`config.mk`:
```
export PLATFORM = sky130hd
export DESIGN_NAME = player_move_ctrl
export DESIGN_NICKNAME = d
export VERILOG_FILES = /design/src/rtl/player_move_ctrl.sv
export SDC_FILE = /design/constraint.sdc
export NUM_CORES = 1
export LEC_CHECK = 0
export ABC_AREA = 1
export CAP_MARGIN = 20
export CORE_MARGIN = 2
export CORE_UTILIZATION = 48
export CTS_CLUSTER_SIZE = 8
export DETAILED_ROUTE_END_ITERATION = 16
export PLACE_DENSITY = 0.72
export SLEW_MARGIN = 20
export SYNTH_ARGS = -nofsm -noshare
export SYNTH_HDL_FRONTEND = slang
export SYNTH_SLANG_ARGS = --single-unit
```
`constraint.sdc`:
```
create_clock -name clock -period 3.2 [get_ports clock]
set_clock_uncertainty 0.15 [all_clocks]
set_input_delay 0.48 -clock clock [delete_from_list [all_inputs] [get_ports clock]]
set_output_delay 0.48 -clock clock [all_outputs]
set_load 0.01 [all_outputs]
```
`src/rtl/player_move_ctrl.sv`:
```
// Player movement controller: checks the target cell against the maze wall memory, then
// erases the old sprite cell and draws the new one through the VGA cell drawer.
module player_move_ctrl #(
  parameter int unsigned GRID_W  = 20,
  parameter int unsigned GRID_H  = 15,
  parameter int unsigned START_X = 1,
  parameter int unsigned START_Y = 1
) (
  input  logic       clock,
  input  logic       reset,
  input  logic       tick,
  input  logic [1:0] dir,
  output logic       map_rd_req,
  output logic [8:0] map_addr,
  input  logic       map_rd_valid,
  input  logic       map_wall,
  output logic       draw_req,
  input  logic       draw_ack,
  output logic [4:0] draw_x,
  output logic [3:0] draw_y,
  output logic       draw_erase,
  output logic [4:0] pos_x,
  output logic [3:0] pos_y,
  output logic       busy,
  output logic       blocked
);

  typedef enum logic [2:0] {StIdle, StRd, StWait, StErase, StDraw} state_e;

  state_e     state_q, state_d;
  logic [4:0] pos_x_q, pos_x_d, old_x_q, old_x_d, tx_q, tx_d;
  logic [3:0] pos_y_q, pos_y_d, old_y_q, old_y_d, ty_q, ty_d;
  logic [8:0] map_addr_q, map_addr_d;
  logic       blocked_q, blocked_d;
  // High for the first DRAW cycle so draw_req drops between the two requests.
  logic       gap_q, gap_d;

  logic [4:0] tgt_x;
  logic [3:0] tgt_y;
  logic       off_grid;

  always_comb begin
    tgt_x    = pos_x_q;
    tgt_y    = pos_y_q;
    off_grid = 1'b0;
    case (dir)
      2'b00: begin
        if (pos_y_q == 4'd0) off_grid = 1'b1;
        else                 tgt_y = pos_y_q - 4'd1;
      end
      2'b01: begin
        if (pos_x_q == 5'd0) off_grid = 1'b1;
        else                 tgt_x = pos_x_q - 5'd1;
      end
      2'b10: begin
        if (pos_y_q == 4'(GRID_H - 1)) off_grid = 1'b1;
        else                           tgt_y = pos_y_q + 4'd1;
      end
      default: begin
        if (pos_x_q == 5'(GRID_W - 1)) off_grid = 1'b1;
        else                           tgt_x = pos_x_q + 5'd1;
      end
    endcase
  end

  always_comb begin
    state_d    = state_q;
    pos_x_d    = pos_x_q;
    pos_y_d    = pos_y_q;
    old_x_d    = old_x_q;
    old_y_d    = old_y_q;
    tx_d       = tx_q;
    ty_d       = ty_q;
    map_addr_d = map_addr_q;
    blocked_d  = 1'b0;
    gap_d      = 1'b0;
    case (state_q)
      StIdle: begin
        if (tick) begin
          if (off_grid) begin
            blocked_d = 1'b1;
          end else begin
            tx_d       = tgt_x;
            ty_d       = tgt_y;
            map_addr_d = 9'((32'(tgt_y) * GRID_W) + 32'(tgt_x));
            state_d    = StRd;
          end
        end
      end
      StRd: state_d = StWait;
      StWait: begin
        if (map_rd_valid) begin
          if (map_wall) begin
            blocked_d = 1'b1;
            state_d   = StIdle;
          end else begin
            old_x_d = pos_x_q;
            old_y_d = pos_y_q;
            pos_x_d = tx_q;
            pos_y_d = ty_q;
            state_d = StErase;
          end
        end
      end
      StErase: begin
        if (draw_ack) begin
          gap_d   = 1'b1;
          state_d = StDraw;
        end
      end
      StDraw: begin
        if (!gap_q && draw_ack) state_d = StIdle;
      end
      default: state_d = StIdle;
    endcase
  end

  always_ff @(posedge clock or posedge reset) begin
    if (reset) begin
      state_q    <= StIdle;
      pos_x_q    <= 5'(START_X);
      pos_y_q    <= 4'(START_Y);
      old_x_q    <= 5'd0;
      old_y_q    <= 4'd0;
      tx_q       <= 5'd0;
      ty_q       <= 4'd0;
      map_addr_q <= 9'd0;
      blocked_q  <= 1'b0;
      gap_q      <= 1'b0;
    end else begin
      state_q    <= state_d;
      pos_x_q    <= pos_x_d;
      pos_y_q    <= pos_y_d;
      old_x_q    <= old_x_d;
      old_y_q    <= old_y_d;
      tx_q       <= tx_d;
      ty_q       <= ty_d;
      map_addr_q <= map_addr_d;
      blocked_q  <= blocked_d;
      gap_q      <= gap_d;
    end
  end

  always_comb begin
    map_rd_req = (state_q == StRd);
    draw_erase = (state_q == StErase);
    draw_req   = (state_q == StErase) || ((state_q == StDraw) && !gap_q);
    draw_x     = 5'd0;
    draw_y     = 4'd0;
    if (state_q == StErase) begin
      draw_x = old_x_q;
      draw_y = old_y_q;
    end else if (state_q == StDraw) begin
      draw_x = pos_x_q;
      draw_y = pos_y_q;
    end
    map_addr = map_addr_q;
    pos_x    = pos_x_q;
    pos_y    = pos_y_q;
    busy     = (state_q != StIdle);
    blocked  = blocked_q;
  end

endmodule

```
==> results.txt, run 1 <==
----------------------------------------------------
[Clock network]
  Clock Sinks ... 39
  CTS clock-pin slew for the worst setup and hold paths ... 0.08 ns
  Maximum clock path buffer count ... 2
  Number of H-tree branching levels ... 2
  Buffer type at the clock tree root ... sky130_fd_sc_hd__clkbuf_8
  TritonCTS clock tree ... built
  Clock insertion delay at the later pin of the skew report ... 0.30 ns
  Number of buffers created by CTS ... 5
  Number of buffers inserted by hold repair at cts ... 0

[Placed design]
  Placer's final routability congestion estimate ... 0.888
  Input/output buffers ... 39
  Pre-CTS WS ... -0.441 ns
  HPWL after detailed placement ... 4120 um

[Global routing]
  Number of global-route vias before repair ... 2171
  Number of antenna violations at the first check in global routing ... 0
  First-pass GRT wire length ... 10000 um
  Pin count of the biggest net entering global routing ... 40
  GRT overflow ... 0
  Overall Global Routing Usage ... 0.232

[Route]
  Via count of the routed design ... 2322
  Number of design-rule violations left by the first detailed-router iteration ... 119
  Detailed-routing iteration count for the pre-antenna-repair pass ... 5
  Detail Route Antenna Nets ... 0
  Detailed-route vias per instance ... 5.02
  WL per Instance ... 13.3 um
  Wirelength, routed ... 6180 um
  # DRC ... 0

[Worst setup path]
  R2R Setup Slk ... 0.09 ns
  WP data arrival ... 3.15 ns
  Critical Path Fanout Max ... 4
  Startpoint types ... flop
  Crit. End Element ... flop
  Required time of the worst setup path ... 3.24 ns
  Type of the worst setup path ... flop to flop

[Yosys]
  Cell taking the most area after synthesis ... sky130_fd_sc_hd__dfrtp_1
  Most used standard cells in the synthesized netlist ... 82 x sky130_fd_sc_hd__nand2_1, 37 x sky130_fd_sc_hd__dfrtp_1, 37 x sky130_fd_sc_hd__inv_1
  Net Count, Synth ... 333
  Synth Flop Type ... sky130_fd_sc_hd__dfrtp_1
  Post-synthesis average cell area ... 7.90 sq um
  Count leader, synth ... sky130_fd_sc_hd__nand2_1
  Post-Synthesis Cell Area ... 2460 sq um
  Area share of the largest cell type after synthesis ... 0.377
  Largest cells by area after synthesis ... sky130_fd_sc_hd__dfrtp_1 38%, sky130_fd_sc_hd__nand2_1 13%, sky130_fd_sc_hd__o21ai_0 6.9%
  #FFs+latches synth ... 39
  Sequential element share of the synthesized area ... 0.398
  Cell count after synthesis ... 311
  Warnings, synthesis ... 0
  Netlist cell types ... 37
  Proportion of register bits with asynchronous set or reset after synthesis ... 1.00
  Number of synthesized flops with an enable pin ... 0

[Die]
  Number of placement rows ... 26
  Core Region ... 5010 sq um
  Horizontal die dimension ... 75.5 um
  I/O pin count ... 40
  Area of the die ... 5700 sq um
  Die Span Y ... 75.5 um
  Starting Density ... 0.490

[STA]
  Number of setup violations in the final report ... 0
  Worst slew margin ... 0.648
  Worst hold slack ... 0.336 ns
  Part of the cycle the worst path needs ... 0.972
  Unrepaired setup endpoints after global routing ... yes
  Post-route minimum period ... 3.11 ns
  Peak clock frequency supported by timing ... 322 MHz
  Total Negative Setup Slacks ... 0 ns
  Total count of hold-check failures in the final report ... 0
  Final worst-path setup slack ... 0.0912 ns
  Pin slew with the least headroom to its limit ... 0.522 ns
  Count of pins over their slew limit ... 0

[Cells and area]
  Diodes inserted ... 0
  Post-layout net count ... 414
  Area growth syn-to-layout ... 38.2%
  Share of final-layout standard cells stronger than drive strength 1 ... 0.249

[Worst hold path]
  Worst min path class ... flop to flop

[Pwr]
  VDD IR-drop max ... 0.000547 V
  Leakage power figure ... 1.63 nW
  Ratio of total power to cell area ... 913 nW/um^2

[Run]
  Number of max-capacitance violations reported ... 0

[Run status]
  Run status ... finished, final reports clean

----------------------------------------------------
==> worst max-delay path, cell delays in order, from the launching register on <==
cell                      delay, ns
sky130_fd_sc_hd__dfrtp_1       0.43
sky130_fd_sc_hd__ha_2          0.20
sky130_fd_sc_hd__nand3_2       0.09
sky130_fd_sc_hd__nand2_2       0.11
sky130_fd_sc_hd__inv_2         0.04
sky130_fd_sc_hd__buf_4         0.12
sky130_fd_sc_hd__buf_4         0.12
sky130_fd_sc_hd__buf_4         0.12
sky130_fd_sc_hd__buf_4         0.13
sky130_fd_sc_hd__buf_4         0.12
sky130_fd_sc_hd__buf_4         0.12
sky130_fd_sc_hd__buf_4         0.13
sky130_fd_sc_hd__buf_4         0.13
sky130_fd_sc_hd__buf_4         0.13
sky130_fd_sc_hd__buf_4         0.13
sky130_fd_sc_hd__buf_4         0.12
sky130_fd_sc_hd__buf_4         0.13
sky130_fd_sc_hd__a21oi_4       0.14
sky130_fd_sc_hd__nand3_2       0.11
sky130_fd_sc_hd__nand2_1       0.07
sky130_fd_sc_hd__nand2_1       0.06
sky130_fd_sc_hd__nand3_2       0.07
sky130_fd_sc_hd__nand2_1       0.06
==> cell families (layout without fill, tap and decap cells) <==
group / after synthesis / in the layout / share of synthesized area
AND/OR/NAND/NOR: 133 / 133 / 0.239
flip-flops: 39 / 39 / 0.398
AO/OA/AOI/OAI: 65 / 65 / 0.154
XOR/XNOR: 9 / 9 / 0.0321
buffers and inverters: 51 / 133 / 0.0993
adder cells (fa/ha/maj): 14 / 14 / 0.0774
==> cell usage in the layout, fill, tap and decap left out, types with 8 or more instances in the layout <==
cell type,netlist,final
sky130_fd_sc_hd__nand2_1,82,79
sky130_fd_sc_hd__buf_4,2,46
sky130_fd_sc_hd__clkdlybuf4s50_1,0,37
sky130_fd_sc_hd__dfrtp_1,37,36
sky130_fd_sc_hd__inv_1,37,33
sky130_fd_sc_hd__o21ai_0,34,32
sky130_fd_sc_hd__nor2_1,17,15
sky130_fd_sc_hd__nand3_1,16,10
sky130_fd_sc_hd__nand3_2,3,9
sky130_fd_sc_hd__ha_1,12,8
==> worst paths after layout <==
check | from | end | cells past startpoint
setup / recovery | pos_y[1]$_DFFE_PP0P_ | map_addr[7]$_DFFE_PP0P_ | 22
hold / removal | old_y_q[2]$_DFFE_PP0P_ | old_y_q[2]$_DFFE_PP0P_ | 2
setup reg to reg | pos_y[1]$_DFFE_PP0P_ | map_addr[7]$_DFFE_PP0P_ | 22
hold reg to reg | old_y_q[2]$_DFFE_PP0P_ | old_y_q[2]$_DFFE_PP0P_ | 2
max in group asynchronous | reset | pos_y[2]$_DFFE_PP0P_ | 3
min in group asynchronous | reset | state_q[2]$_DFFE_PP0P_ | 3
==> area by class of cell <==
type,instances,area (sq um)
inverters,40,158
clock buffers,7,76.3
clock inverters,1,5.00
repair buffers,85,737
flip-flops and latches,39,980
well taps,70,87.6
multi-input cells,221,1350
fillers,447,1620
==> sequential cells by signal, summed over array words and instances (netlist names) <==
register	flops
tx_q	5
gap_q	1
ty_q	4
pos_x	5
state_q	3
pos_y	4
map_addr	7
old_y_q	4
old_x_q	5
blocked	1
==> power breakdown <==
group | internal, mW | total [mW] | switching (mW) | leakage [nW]
logic | 0.929 | 1.89 | 0.960 | 1.09
registers | 0.710 | 0.887 | 0.177 | 0.498
clock network | 0.153 | 0.323 | 0.170 | 0.0422
==> stage by stage <==
stage | power, mW | instances | utilization | cell area (sq um)
after floorplan | 1.94 | 311 | - | 2480
after global placement | 2.60 | 439 | 0.619 | 3100
after detailed placement | 2.64 | 439 | 0.619 | 3100
after CTS | 3.03 | 460 | 0.663 | 3320
after global routing | 3.38 | 463 | 0.677 | 3390
final | 3.10 | 463 | 0.677 | 3390
==> metal layers <==
layer	vias to the layer above	GRT usage	wire length, um
met5	-	0	0
met4	0	0.0897	164
met2	54	0.386	2980
li1	1171	-	-
met1	1080	0.303	2780
met3	17	0.0410	249
==> what timing repair did <==
action,CTS,global route
setup endpoints to repair,1,2
endpoints found under the hold margin,0,0
pin swaps,6,12
setup buffers,13,3
resized for setup,14,14
Note: power is estimated with default switching activity, not from simulation.
==> run 2: changes to the inputs <==
--- a/config.mk
+++ b/config.mk
@@ -7,7 +7,7 @@
 export LEC_CHECK = 0
 export ABC_AREA = 1
 export CAP_MARGIN = 20
-export CORE_MARGIN = 2
+export CORE_MARGIN = 10
 export CORE_UTILIZATION = 48
 export CTS_CLUSTER_SIZE = 8
 export DETAILED_ROUTE_END_ITERATION = 16
==> run 2 against run 1 <==
Worst hold slack improved by 0.0049 ns; flip-flop and latch count unchanged; combinational power about the same; first-iteration DRC count increased by 16%; clock-buffer cell count decreased by 1; critical endpoint unchanged; largest power group unchanged.
==> results.txt, run 2 (synthesized netlist as in run 1, its figures left out) <==
----------------------------------------------------
[Run status]
  Run status ... finished, final reports clean

[Die]
  Die Span Y ... 91.5 um
  Horizontal die dimension ... 91.5 um
  I/O pin count ... 40
  Core Region ... 4850 sq um
  Number of placement rows ... 25
  Area of the die ... 8380 sq um
  Starting Density ... 0.507

[Cells and area]
  Number of inserted filler cells in the final layout ... 410
  Most frequent cells in the layout ... 78 x sky130_fd_sc_hd__nand2_1, 37 x sky130_fd_sc_hd__clkdlybuf4s50_1, 36 x sky130_fd_sc_hd__dfrtp_1
  Leading cell type in the layout, fill and taps excluded ... sky130_fd_sc_hd__nand2_1
  Max FFs per register ... 7
  Post-layout net count ... 398
  Sequential cell area ... 980 sq um
  Final design area excluding fillers ... 3360 sq um
  Area used by multi-input combinational logic ... 1400 sq um
  Share of final-layout standard cells stronger than drive strength 1 ... 0.223
  Diodes inserted ... 0
  Area growth syn-to-layout ... 36.7%
  Final core area utilization ... 0.693
  Post-route non-filler standard cell count ... 444

[STA]
  Total count of hold-check failures in the final report ... 0
  Peak clock frequency supported by timing ... 321 MHz
  Worst slew margin ... 0.658
  Worst hold slack ... 0.341 ns
  Part of the cycle the worst path needs ... 0.975
  Post-route minimum period ... 3.12 ns
  Number of setup violations in the final report ... 0
  Unrepaired setup endpoints after global routing ... yes
  Count of pins over their slew limit ... 0
  Pin slew with the least headroom to its limit ... 0.508 ns

[Pwr]
  Final total power ... 3.24 mW
  Leakage power figure ... 1.58 nW
  Ratio of total power to cell area ... 965 nW/um^2
  VDD IR-drop max ... 0.000547 V

[Placed design]
  Total cell area at the placement stage ... 3060 sq um
  Placer's final routability congestion estimate ... 0.892
  Input/output buffers ... 39
  HPWL after detailed placement ... 4430 um
  Placed Instances ... 431

[Route]
  WL per Instance ... 14.2 um
  Number of design-rule violations left by the first detailed-router iteration ... 138
  Detailed-routing iteration count for the pre-antenna-repair pass ... 4
  # DRC ... 0
  Detail Route Antenna Nets ... 0
  Detailed-route vias per instance ... 5.09
  Via count of the routed design ... 2259
  Wirelength, routed ... 6290 um

[Clock network]
  Clock Sinks ... 39
  Clock insertion delay at the later pin of the skew report ... 0.29 ns
  Buffer type at the clock tree root ... sky130_fd_sc_hd__clkbuf_8
  CTS clock-pin slew for the worst setup and hold paths ... 0.08 ns
  Maximum clock path buffer count ... 2
  Number of buffers inserted by hold repair at cts ... 0
  TritonCTS clock tree ... built
  Number of buffers created by CTS ... 5
  Number of H-tree branching levels ... 2

[Worst setup path]
  Type of the worst setup path ... flop to flop
  Required time of the worst setup path ... 3.23 ns
  Critical Path Fanout Max ... 5
  Crit. End Element ... flop
  WP data arrival ... 3.15 ns
  Startpoint types ... flop

[Worst hold path]
  Worst min path class ... flop to flop

[Run]
  Number of max-capacitance violations reported ... 0

[Global routing]
  Pin count of the biggest net entering global routing ... 40
  Number of antenna violations at the first check in global routing ... 0
  GRT overflow ... 0
  Overall Global Routing Usage ... 0.147
  Number of global-route vias before repair ... 2180
  First-pass GRT wire length ... 10400 um

----------------------------------------------------
## run 2: changes by cell type in the layout (fill, tap and decap cells not counted), sizes merged
cell    delta
inv        -1
bufinv     +1
clkinv     +1
clkbuf     -1
buf       -16
## run 2: cell type report
type / count / share of cell area
Timing Repair Buffer: 69 / 0.184
Clock buffer: 6 / 0.0246
Sequential cell: 39 / 0.292
Tap cell: 67 / 0.0250
Multi-Input combinational cell: 221 / 0.417
Inverter: 40 / 0.0477
Clock inverter: 2 / 0.0104
## run 2: layer usage
metal  track usage  vias to the layer above  routed length, um
met4        0.0405                        0                 79
li1              -                     1142                  -
met5             0                        -                  0
met3        0.0428                        8                309
met2         0.244                       39               3100
met1         0.181                     1070               2800
## run 2: path summary, 6_finish.rpt
kind / from / endpoint / slack [ns] / depth (start not counted)
setup / recovery: pos_y[0]$_DFFE_PP1P_ / map_addr[7]$_DFFE_PP0P_ / 0.08 / 16
hold / removal: old_x_q[0]$_DFFE_PP0P_ / old_x_q[0]$_DFFE_PP0P_ / 0.34 / 2
setup reg to reg: pos_y[0]$_DFFE_PP1P_ / map_addr[7]$_DFFE_PP0P_ / 0.08 / 16
hold reg to reg: old_x_q[0]$_DFFE_PP0P_ / old_x_q[0]$_DFFE_PP0P_ / 0.34 / 2
max in group asynchronous: reset / pos_y[1]$_DFFE_PP0P_ / 2.07 / 3
min in group asynchronous: reset / blocked$_DFF_PP0_ / 0.46 / 3
## run 2: stage by stage
stage,setup TNS (ns),worst slack (ns)
2_1_floorplan,0,0.00148
3_3_place_gp,-0.525,-0.326
3_5_place_dp,-0.713,-0.400
4_1_cts,0,0.00496
5_1_grt,-0.0396,-0.0396
6_report,0,0.0799
## run 2: worst max-delay path, stage by stage, from the launching register on
cell and delay (ns):
sky130_fd_sc_hd__dfstp_2 0.57, sky130_fd_sc_hd__clkinv_4 0.09, sky130_fd_sc_hd__ha_4 0.17, sky130_fd_sc_hd__nand3_2 0.10, sky130_fd_sc_hd__nand2_2 0.10, sky130_fd_sc_hd__inv_2 0.07
sky130_fd_sc_hd__nand2_1 0.07, sky130_fd_sc_hd__nand3_2 0.09, sky130_fd_sc_hd__inv_2 0.06, sky130_fd_sc_hd__ha_4 0.22, sky130_fd_sc_hd__ha_4 0.16, sky130_fd_sc_hd__fa_1 0.57
sky130_fd_sc_hd__nand2_2 0.06, sky130_fd_sc_hd__or2_4 0.22, sky130_fd_sc_hd__nand3b_1 0.18, sky130_fd_sc_hd__nand3_2 0.08, sky130_fd_sc_hd__nand2_1 0.05
## run 2: repair_timing
action | CTS | global route
buffers inserted | 0 | 5
setup endpoints to repair | 1 | 2
pin swaps | 1 | 14
resized for setup | 5 | 30
## run 2: report_power, final
part | switching [mW] | internal [mW] | total (mW)
Clock | 0.177 | 0.252 | 0.430
Sequential | 0.181 | 0.710 | 0.891
Combinational | 0.985 | 0.936 | 1.92
==> run 3: changes to the inputs <==
--- a/config.mk
+++ b/config.mk
@@ -12,6 +12,7 @@
 export CTS_CLUSTER_SIZE = 8
 export DETAILED_ROUTE_END_ITERATION = 16
 export PLACE_DENSITY = 0.72
+export SETUP_SLACK_MARGIN = 0.15
 export SLEW_MARGIN = 20
 export SYNTH_ARGS = -nofsm -noshare
 export SYNTH_HDL_FRONTEND = slang
==> run 3 against run 2 <==
Routed wire length rose by 4.5%; setup slack improved by 0.072 ns; first-iteration DRC count fell by 8.7%; cell count rose by 1.1%; via count rose by 3.7%; largest cell class unchanged; non-clock buffer count rose by 5; power rose by 2.7%; global-route usage rose by 0.16 points; critical path depth did not move; sequential power barely moved; sequential share of layout area fell by 0.56 points.
==> results.txt, run 3 (synthesized netlist as in run 1, its figures left out) <==
----------------------------------------------------
[Run status]
  Run status ... finished, final reports clean

[Worst setup path]
  End of the worst register-to-register path ... map_addr[6]$_DFFE_PP0P_
  R2R Setup Slk ... 0.15 ns
  Required time of the worst setup path ... 3.23 ns
  Startpoint types ... flop
  Number of cell instances on the worst register-to-register path ... 16
  Critical Path Fanout Max ... 4
  CP dominant cell by count ... sky130_fd_sc_hd__buf_4
  CP Launch Point ... pos_y[0]$_DFFE_PP1P_
  Crit. End Element ... flop
  WP data arrival ... 3.08 ns
  Critical-path top delay cell ... sky130_fd_sc_hd__dfstp_2
  Chain of cells forming the critical path ... buf_6 > buf_4 > nand3_4 > nand2_2 > nand2_2 > nand2_2 > nand3_2 > inv_2 > ha_4 > ha_4 > fa_1 > buf_4 > buf_4 > buf_4 > xor2_1 > o21ai_1
  Worst stage delay on the critical path ... 0.57 ns
  Type of the worst setup path ... flop to flop
  Startpoint of the lowest-slack register-to-register path ... pos_y[0]$_DFFE_PP1P_

[Placed design]
  Input/output buffers ... 39
  Placer's final routability congestion estimate ... 0.877
  Total cell area at the placement stage ... 3080 sq um
  Pre-CTS WS ... -0.374 ns
  HPWL after detailed placement ... 4590 um

[Clock network]
  Buffer type at the clock tree root ... sky130_fd_sc_hd__clkbuf_8
  Clock insertion delay at the later pin of the skew report ... 0.30 ns
  Number of buffers created by CTS ... 5
  Clock Sinks ... 39
  TritonCTS clock tree ... built
  Number of buffers inserted by hold repair at cts ... 0
  Maximum clock path buffer count ... 2
  Number of H-tree branching levels ... 2
  CTS clock-pin slew for the worst setup and hold paths ... 0.08 ns

[Die]
  Area of the die ... 8380 sq um
  Core Region ... 4850 sq um
  Starting Density ... 0.507
  Die Span Y ... 91.5 um
  Number of placement rows ... 25
  I/O pin count ... 40
  Horizontal die dimension ... 91.5 um

[STA]
  Post-route minimum period ... 3.05 ns
  Worst hold slack ... 0.338 ns
  Worst slew margin ... 0.662
  Pin slew with the least headroom to its limit ... 0.507 ns
  Total count of hold-check failures in the final report ... 0
  Number of setup violations in the final report ... 0
  Unrepaired setup endpoints after global routing ... yes
  Count of pins over their slew limit ... 0
  Part of the cycle the worst path needs ... 0.952
  Peak clock frequency supported by timing ... 328 MHz
  Final worst-path setup slack ... 0.152 ns

[Pwr]
  Ratio of total power to cell area ... 972 nW/um^2
  Final total power ... 3.33 mW
  VDD IR-drop max ... 0.000500 V
  Leakage power figure ... 1.60 nW

[Cells and area]
  Post-layout net count ... 403
  Sequential cell area ... 980 sq um
  Share of final-layout standard cells stronger than drive strength 1 ... 0.249
  Most frequent cells in the layout ... 74 x sky130_fd_sc_hd__nand2_1, 37 x sky130_fd_sc_hd__clkdlybuf4s50_1, 36 x sky130_fd_sc_hd__dfrtp_1
  Area growth syn-to-layout ... 39.4%
  Leading cell type in the layout, fill and taps excluded ... sky130_fd_sc_hd__nand2_1
  Final design area excluding fillers ... 3420 sq um
  Max FFs per register ... 7
  Diodes inserted ... 0
  Area used by multi-input combinational logic ... 1430 sq um
  Number of inserted filler cells in the final layout ... 391

[Worst hold path]
  Number of stages on the worst hold path ... 2
  Endpoint of the worst hold path ... map_addr[7]$_DFFE_PP0P_
  Worst min path class ... flop to flop
  Hold wc startpoint ... map_addr[7]$_DFFE_PP0P_

[Global routing]
  Number of global-route vias before repair ... 2236
  First-pass GRT wire length ... 10500 um
  GRT overflow ... 0
  Overall Global Routing Usage ... 0.149
  Number of antenna violations at the first check in global routing ... 0
  Pin count of the biggest net entering global routing ... 40

[Route]
  Detailed-routing iteration count for the pre-antenna-repair pass ... 5
  Number of design-rule violations left by the first detailed-router iteration ... 126
  WL per Instance ... 14.7 um
  # DRC ... 0
  Detailed-route vias per instance ... 5.22
  Detail Route Antenna Nets ... 0
  Wirelength, routed ... 6580 um
  Via count of the routed design ... 2342

[Run]
  Number of max-capacitance violations reported ... 0

----------------------------------------------------
==> run 3: changes by cell type in the layout (fill, tap and decap cells not counted), moves of 2 or more <==
cell | before | now
sky130_fd_sc_hd__buf_4 | 30 | 33
sky130_fd_sc_hd__buf_6 | 0 | 2
sky130_fd_sc_hd__nand2_1 | 78 | 74
sky130_fd_sc_hd__nand2_2 | 5 | 9
sky130_fd_sc_hd__nor2_2 | 1 | 3
sky130_fd_sc_hd__nor2_4 | 3 | 1
==> run 3: layout make-up <==
class / count / share of cell area
multi-input cells: 221 / 0.418
flip-flops and latches: 39 / 0.286
repair buffers: 74 / 0.192
inverters: 40 / 0.0460
well taps: 67 / 0.0245
clock buffers: 5 / 0.0201
clock inverters: 3 / 0.0128
==> run 3: worst max path at each step <==
stage | end | cells after the start | slack [ns]
global placement | map_addr[7]$_DFFE_PP0P_ | 15 | -0.27
detailed placement | map_addr[7]$_DFFE_PP0P_ | 15 | -0.37
floorplan | map_addr[7]$_DFFE_PP0P_ | 15 | 0.18
finish | map_addr[6]$_DFFE_PP0P_ | 16 | 0.15
global route | map_addr[8]$_DFFE_PP0P_ | 17 | 0.03
CTS | map_addr[7]$_DFFE_PP0P_ | 15 | 0.15
==> run 3: critical path, delay by kind of cell (launching register included) <==
family / cells / cell delay (ns)
adders and majority gates: 3 / 0.85
buffers and inverters: 6 / 0.75
DFF: 1 / 0.57
and+or+nand+nor: 5 / 0.40
xor gates and xnor gates: 1 / 0.16
AOI/OAI and AO/OA: 1 / 0.07
==> run 3: per-layer routing <==
| metal | vias up | part of all wire | global-route usage |
|---|---|---|---|
| li1 | 1159 | - | - |
| met1 | 1101 | 0.42 | 0.180 |
| met2 | 64 | 0.51 | 0.251 |
| met3 | 18 | 0.054 | 0.0362 |
| met4 | 0 | 0.018 | 0.0509 |
| met5 | - | 0 | 0 |
==> run 3: repair_timing <==
item / CTS / global route
pin swaps: 6 / 12
resized for setup: 11 / 20
setup buffers: 4 / 10
endpoints found under the setup margin: 2 / 4
==> run 3: power by group <==
| group | total (mW) | switching, mW | internal, mW |
|---|---|---|---|
| clock | 0.415 | 0.183 | 0.232 |
| sequential | 0.892 | 0.182 | 0.710 |
| combinational | 2.02 | 1.03 | 0.990 |
| total | 3.33 | 1.40 | 1.93 |
==> run 3: stage by stage <==
stage,utilization,TNS [ns],cells
floorplan,-,0,311
global placement,0.636,-0.493,427
detailed placement,0.636,-0.850,427
CTS,0.672,0,439
global route,0.706,0,449
finish,0.706,0,449
